**src/rtl/dctq_quantizer.sv**
```systemverilog
// Quantizer after the DCT adder: a signed coefficient is divided by its step with a restoring divider
// that produces one quotient bit per cycle. Define DCTQ_ROUND_EN for divisor-half rounding (ties away from zero).
module dctq_quantizer #(
    parameter int DW  = 12,
    parameter int QW  = 8,
    parameter int BLK = 64
) (
    input  logic                 clk,
    input  logic                 rst_n,
    input  logic                 in_valid,
    output logic                 in_ready,
    input  logic signed [DW-1:0] in_dct,
    input  logic [QW-1:0]        in_qstep,
    output logic                 out_valid,
    input  logic                 out_ready,
    output logic signed [DW-1:0] out_q,
    output logic [5:0]           out_idx,
    output logic                 out_last
);

    localparam int CW = $clog2(DW + 1);

    typedef enum logic [1:0] {IDLE, DIV, OUT} state_t;

    state_t        state;
    logic          sign;
    logic [DW-1:0] num;    // holds the dividend and shifts quotient bits in at the LSB
    logic [QW-1:0] rem;
    logic [QW-1:0] div;
    logic [CW-1:0] cnt;

    logic [DW-1:0] abs_x;
    logic [DW-1:0] numer;
    logic [QW-1:0] step_fix;
    logic [QW:0]   trial;
    logic          fits;
    logic [QW-1:0] rem_next;
    logic [DW-1:0] num_next;
    logic [DW-1:0] q_signed;

    // NOTE: every always_comb output gets a default first so no path can leave it unassigned and infer a latch.
    always_comb begin
        abs_x    = '0;
        numer    = '0;
        step_fix = '0;
        abs_x    = in_dct[DW-1] ? (~$unsigned(in_dct) + DW'(1)) : $unsigned(in_dct);
        step_fix = (in_qstep == '0) ? QW'(1) : in_qstep;
`ifdef DCTQ_ROUND_EN
        numer    = abs_x + DW'(step_fix >> 1);
`else
        numer    = abs_x;
`endif
    end

    always_comb begin
        trial    = {rem, num[DW-1]};
        fits     = (trial >= {1'b0, div});
        rem_next = fits ? QW'(trial - {1'b0, div}) : trial[QW-1:0];
        num_next = {num[DW-2:0], fits};
        // Negating a zero quotient gives zero, so there is no negative zero.
        q_signed = sign ? (~num_next + DW'(1)) : num_next;
    end

    assign in_ready = (state == IDLE);
    assign out_last = out_valid && (out_idx == 6'(BLK - 1));

    // NOTE: sequential state is written with non-blocking assignments so every register samples pre-edge values.
    always_ff @(posedge clk) begin
        if (!rst_n) begin
            state     <= IDLE;
            sign      <= 1'b0;
            num       <= '0;
            rem       <= '0;
            div       <= '0;
            cnt       <= '0;
            out_valid <= 1'b0;
            out_q     <= '0;
            out_idx   <= '0;
        end else begin
            case (state)
                IDLE: begin
                    if (in_valid) begin
                        sign  <= in_dct[DW-1];
                        num   <= numer;
                        rem   <= '0;
                        div   <= step_fix;
                        cnt   <= '0;
                        state <= DIV;
                    end
                end
                DIV: begin
                    num <= num_next;
                    rem <= rem_next;
                    cnt <= cnt + CW'(1);
                    if (cnt == CW'(DW - 1)) begin
                        out_q     <= q_signed;
                        out_valid <= 1'b1;
                        state     <= OUT;
                    end
                end
                OUT: begin
                    if (out_ready) begin
                        out_valid <= 1'b0;
                        out_idx   <= (out_idx == 6'(BLK - 1)) ? 6'd0 : out_idx + 6'd1;
                        state     <= IDLE;
                    end
                end
                default: state <= IDLE;
            endcase
        end
    end

endmodule

```
**config.mk**
```make
export PLATFORM = sky130hd
export DESIGN_NAME = dctq_quantizer
export DESIGN_NICKNAME = d
export VERILOG_FILES = /design/src/rtl/dctq_quantizer.sv
export SDC_FILE = /design/constraint.sdc
export NUM_CORES = 1
export LEC_CHECK = 0
export BUFFER_PORTS_ARGS = -buffer_cell sky130_fd_sc_hd__buf_2
export CAP_MARGIN = 20
export CORE_ASPECT_RATIO = 0.9
export CORE_MARGIN = 2
export CORE_UTILIZATION = 40
export DETAILED_ROUTE_END_ITERATION = 8
export PLACE_DENSITY = 0.67
export SYNTH_ARGS = -nofsm -noshare
export SYNTH_HDL_FRONTEND = slang
export SYNTH_SLANG_ARGS = --single-unit
```
**constraint.sdc**
```tcl
create_clock -name clk -period 5.3 [get_ports clk]
set_clock_uncertainty 0.1 [all_clocks]
set_input_delay 0.53 -clock clk [delete_from_list [all_inputs] [get_ports clk]]
set_output_delay 0.53 -clock clk [all_outputs]
set_load 0.1 [all_outputs]
```
==> results by group <==
Logic synthesis
  – Area contributors post-synth: dfxtp_1 (36%), nand2_1 (7.3%), a21oi_1 (5.6%)
  – Syn Area/Cell: 7.91 sq um
  – Synth Register Bits: 54
  – Adder-cell share of the synthesized area: 0.0614
  – Multiplexer area fraction after synthesis: 0.0168
  – Share of the synthesized area in the top cell type: 0.363
  – Synth Area in Compound Gates: 0.213
  – Syn Nets: 414
  – Cell variety after synth: 48
  – Largest family of logic cells by synthesized area: simple AND/OR/NAND/NOR gates
  – Ys flop type: dfxtp_1
  – Cell taking the most area after synthesis: dfxtp_1
  – Post-Syn Area: 2970 sq um
  – Mapped Cells: 376
  – EDFF count, synth: 0
  – Seq/Total Area, Yosys: 0.363
  – Yosys Warn Count: 0
  – XOR/XNOR Fraction of Synth Area: 0.0677
  – Synth Area in Simple Gates: 0.233
  – Asr flop ratio synth: 0

Routing
  – Total routed wirelength: 6770 microns
  – DRT Pass-1 Iters: 4
  – Vias per cell: 5.35
  – Final ANT Viol Nets: 0
  – WL per Instance: 13.4 microns
  – Vias: 2696
  – DRC: 0
  – DRT iter0 DRCs: 121

Finish
  – Most frequent cells in the layout: nand2_1 (58), dfxtp_1 (54), buf_2 (44), a21oi_1 (33), nor2_1 (30)
  – Layout Cells excl Fill: 504
  – Ratio of cells with drive above 1 in the final layout: 0.144
  – Antenna cells: 0
  – Area taken by multi-input logic gates: 1760 sq um
  – Sequential cell area: 1080 sq um
  – Fill cells: 752
  – Commonest non-fill, non-tap cell in the layout: nand2_1
  – Area grow syn2layout: 13.2%
  – Nets: 449

STA
  – Period utilization: 0.602
  – Min Tclk post-route: 3.19 ns
  – Worst slew margin: 0.343
  – RSZ-0062 raised after global routing: false
  – Setup TNS: 0 ns
  – Final setup vio count: 0
  – Fin. Hold Viols: 0
  – Setup ws final: 2.11 ns
  – Worst Tran Pin Value: 0.979 ns
  – Max Clk Rate: 313 MHz
  – Final Slew Violations: 0

Setup path
  – Crit path DAT: 3.34 ns
  – CP Launch Type: flop
  – CP Data Required Time: 5.45 ns
  – Category of the most critical setup path: flop to flop
  – CP Max Fanout: 12
  – Crit. End Element: flop

Place
  – GPL Wtd Cong: 0.833
  – PortBufs: 44
  – Inst Count DP: 497
  – Dpl hpwl: 5130 microns
  – Pre-CTS WS: 2.12 ns

Floorplan
  – Die width: 94.9 microns
  – Die height: 85.8 microns
  – Die area: 8140 sq um
  – Core area: 7110 sq um
  – I/O Pins: 45
  – Num rows: 29
  – Initial Util: 0.418

GRT
  – Vias in the first global route: 2369
  – Global-route wire length before repair: 11500 microns
  – Grt total ovfl: 0
  – Initial antenna violation count: 0
  – Pin count of the biggest net entering global routing: 32
  – Global Route Usage Sum: 0.175

Clock network
  – Clock Latency Late Sink: 0.31 ns
  – Post-CTS Hold Fix Bufs: 0
  – Cts bufs inserted: 5
  – Root Driver: clkbuf_8
  – Clk slew on worst S/H paths: 0.10 ns
  – Clock Sinks: 54
  – Clock buffer depth: 2
  – CTS tree: yes
  – Post-cts resize count: 0
  – Post-CTS Setup Repair Bufs: 0
  – H-Tree Depth: 2

Power and ir drop
  – Pwr Density: 427 nW/um^2
  – Static leakage: 1.32 nW
  – Pwr Total: 0.00144 W
  – Worst vdd ir: 276 uV

Run
  – Max-Cap Viols: 0

Status
  – Status: complete, no violations

Worst hold path
  – Worst hold path type: primary input to flop
[critical path: stages (launching register included)]
cell,delay (ns)
dfxtp_1,0.38
inv_1,0.06
ha_1,0.18
or2_2,0.30
o22ai_1,0.19
a31oi_1,0.18
nand2b_1,0.42
inv_1,0.39
ha_1,0.24
nand2_1,0.07
o21ai_0,0.23
xnor2_1,0.15
nand2_1,0.07
a21oi_1,0.15
[power by group]
group / leakage [nW] / switching [W] / internal [W] / total [W]
Sequential: 0.439 / 0.0000441 / 0.000447 / 0.000491
Clock: 0.0542 / 0.000138 / 0.000139 / 0.000277
Combinational: 0.828 / 0.000400 / 0.000270 / 0.000669
Total: 1.32 / 0.000582 / 0.000856 / 0.00144
[registers in the layout, summed over array words and instances, names as in the netlist]
register / flops
out_q: 12
sign: 1
num: 12
state: 2
cnt: 4
out_valid: 1
rem: 8
out_idx: 6
div: 8
[layout make-up]
cell class,instances,share of cell area
clock buffer,5,0.0204
sequential,54,0.321
tap,93,0.0346
multi-input combinational,287,0.523
inverter,17,0.0190
timing repair buffer,46,0.0699
clock inverter,2,0.0115
[synthesized netlist by cell type, drive strengths merged (2+ instances only)]
cell type,count
nor3,8
nor2b,5
o311ai,5
xnor2,13
o21ai,17
nand3,9
buf,3
nand4,4
nor2,30
a22o,2
dfxtp,54
a221oi,3
o21a,3
nand2,58
ha,13
and2,4
o31ai,8
o41ai,2
a22oi,8
or3,6
clkbuf,15
a211oi,7
nand3b,3
nand2b,4
mux2i,5
a31oi,3
a32oi,3
xor2,10
inv,17
or2,5
or4,3
a21oi,33
[through the flow]
| step | util | area, sq um | hold WS, ns |
|---|---|---|---|
| after global routing | 0.473 | 3370 | 0.379 |
| final | 0.473 | 3370 | 0.356 |
| after CTS | 0.473 | 3370 | 0.351 |
| after global placement | 0.458 | 3260 | 0.345 |
| after floorplan | - | 2970 | 0.336 |
| after detailed placement | 0.458 | 3260 | 0.348 |
[final timing paths]
| check | start | to | slack (ns) | cells after the start |
|---|---|---|---|---|
| setup / recovery | div[1] | out_q[8] | 2.11 | 13 |
| hold / removal | in_qstep[3] | div[3] | 0.36 | 3 |
| setup reg to reg | div[1] | out_q[8] | 2.11 | 13 |
| hold reg to reg | div[2] | div[2] | 0.36 | 2 |
[per-layer routing]
layer	part of all wire	vias to the layer above	track usage	wire [microns]
met4	0.013	0	0.0435	89
met5	0	-	0	0
met2	0.41	51	0.259	2800
met3	0.038	8	0.0290	258
met1	0.53	1231	0.264	3620
li1	-	1406	-	-
[logic make-up (layout without fill, tap and decap cells)]
family          Yosys count  count (layout)
compound gates           99              99
xor+xnor                 23              23
fa+ha+maj                14              14
buf+inv                  35              70
flops                    54              54
mux                       5               5
simple gates            146             146
Power figures use the tool's default switching activity.
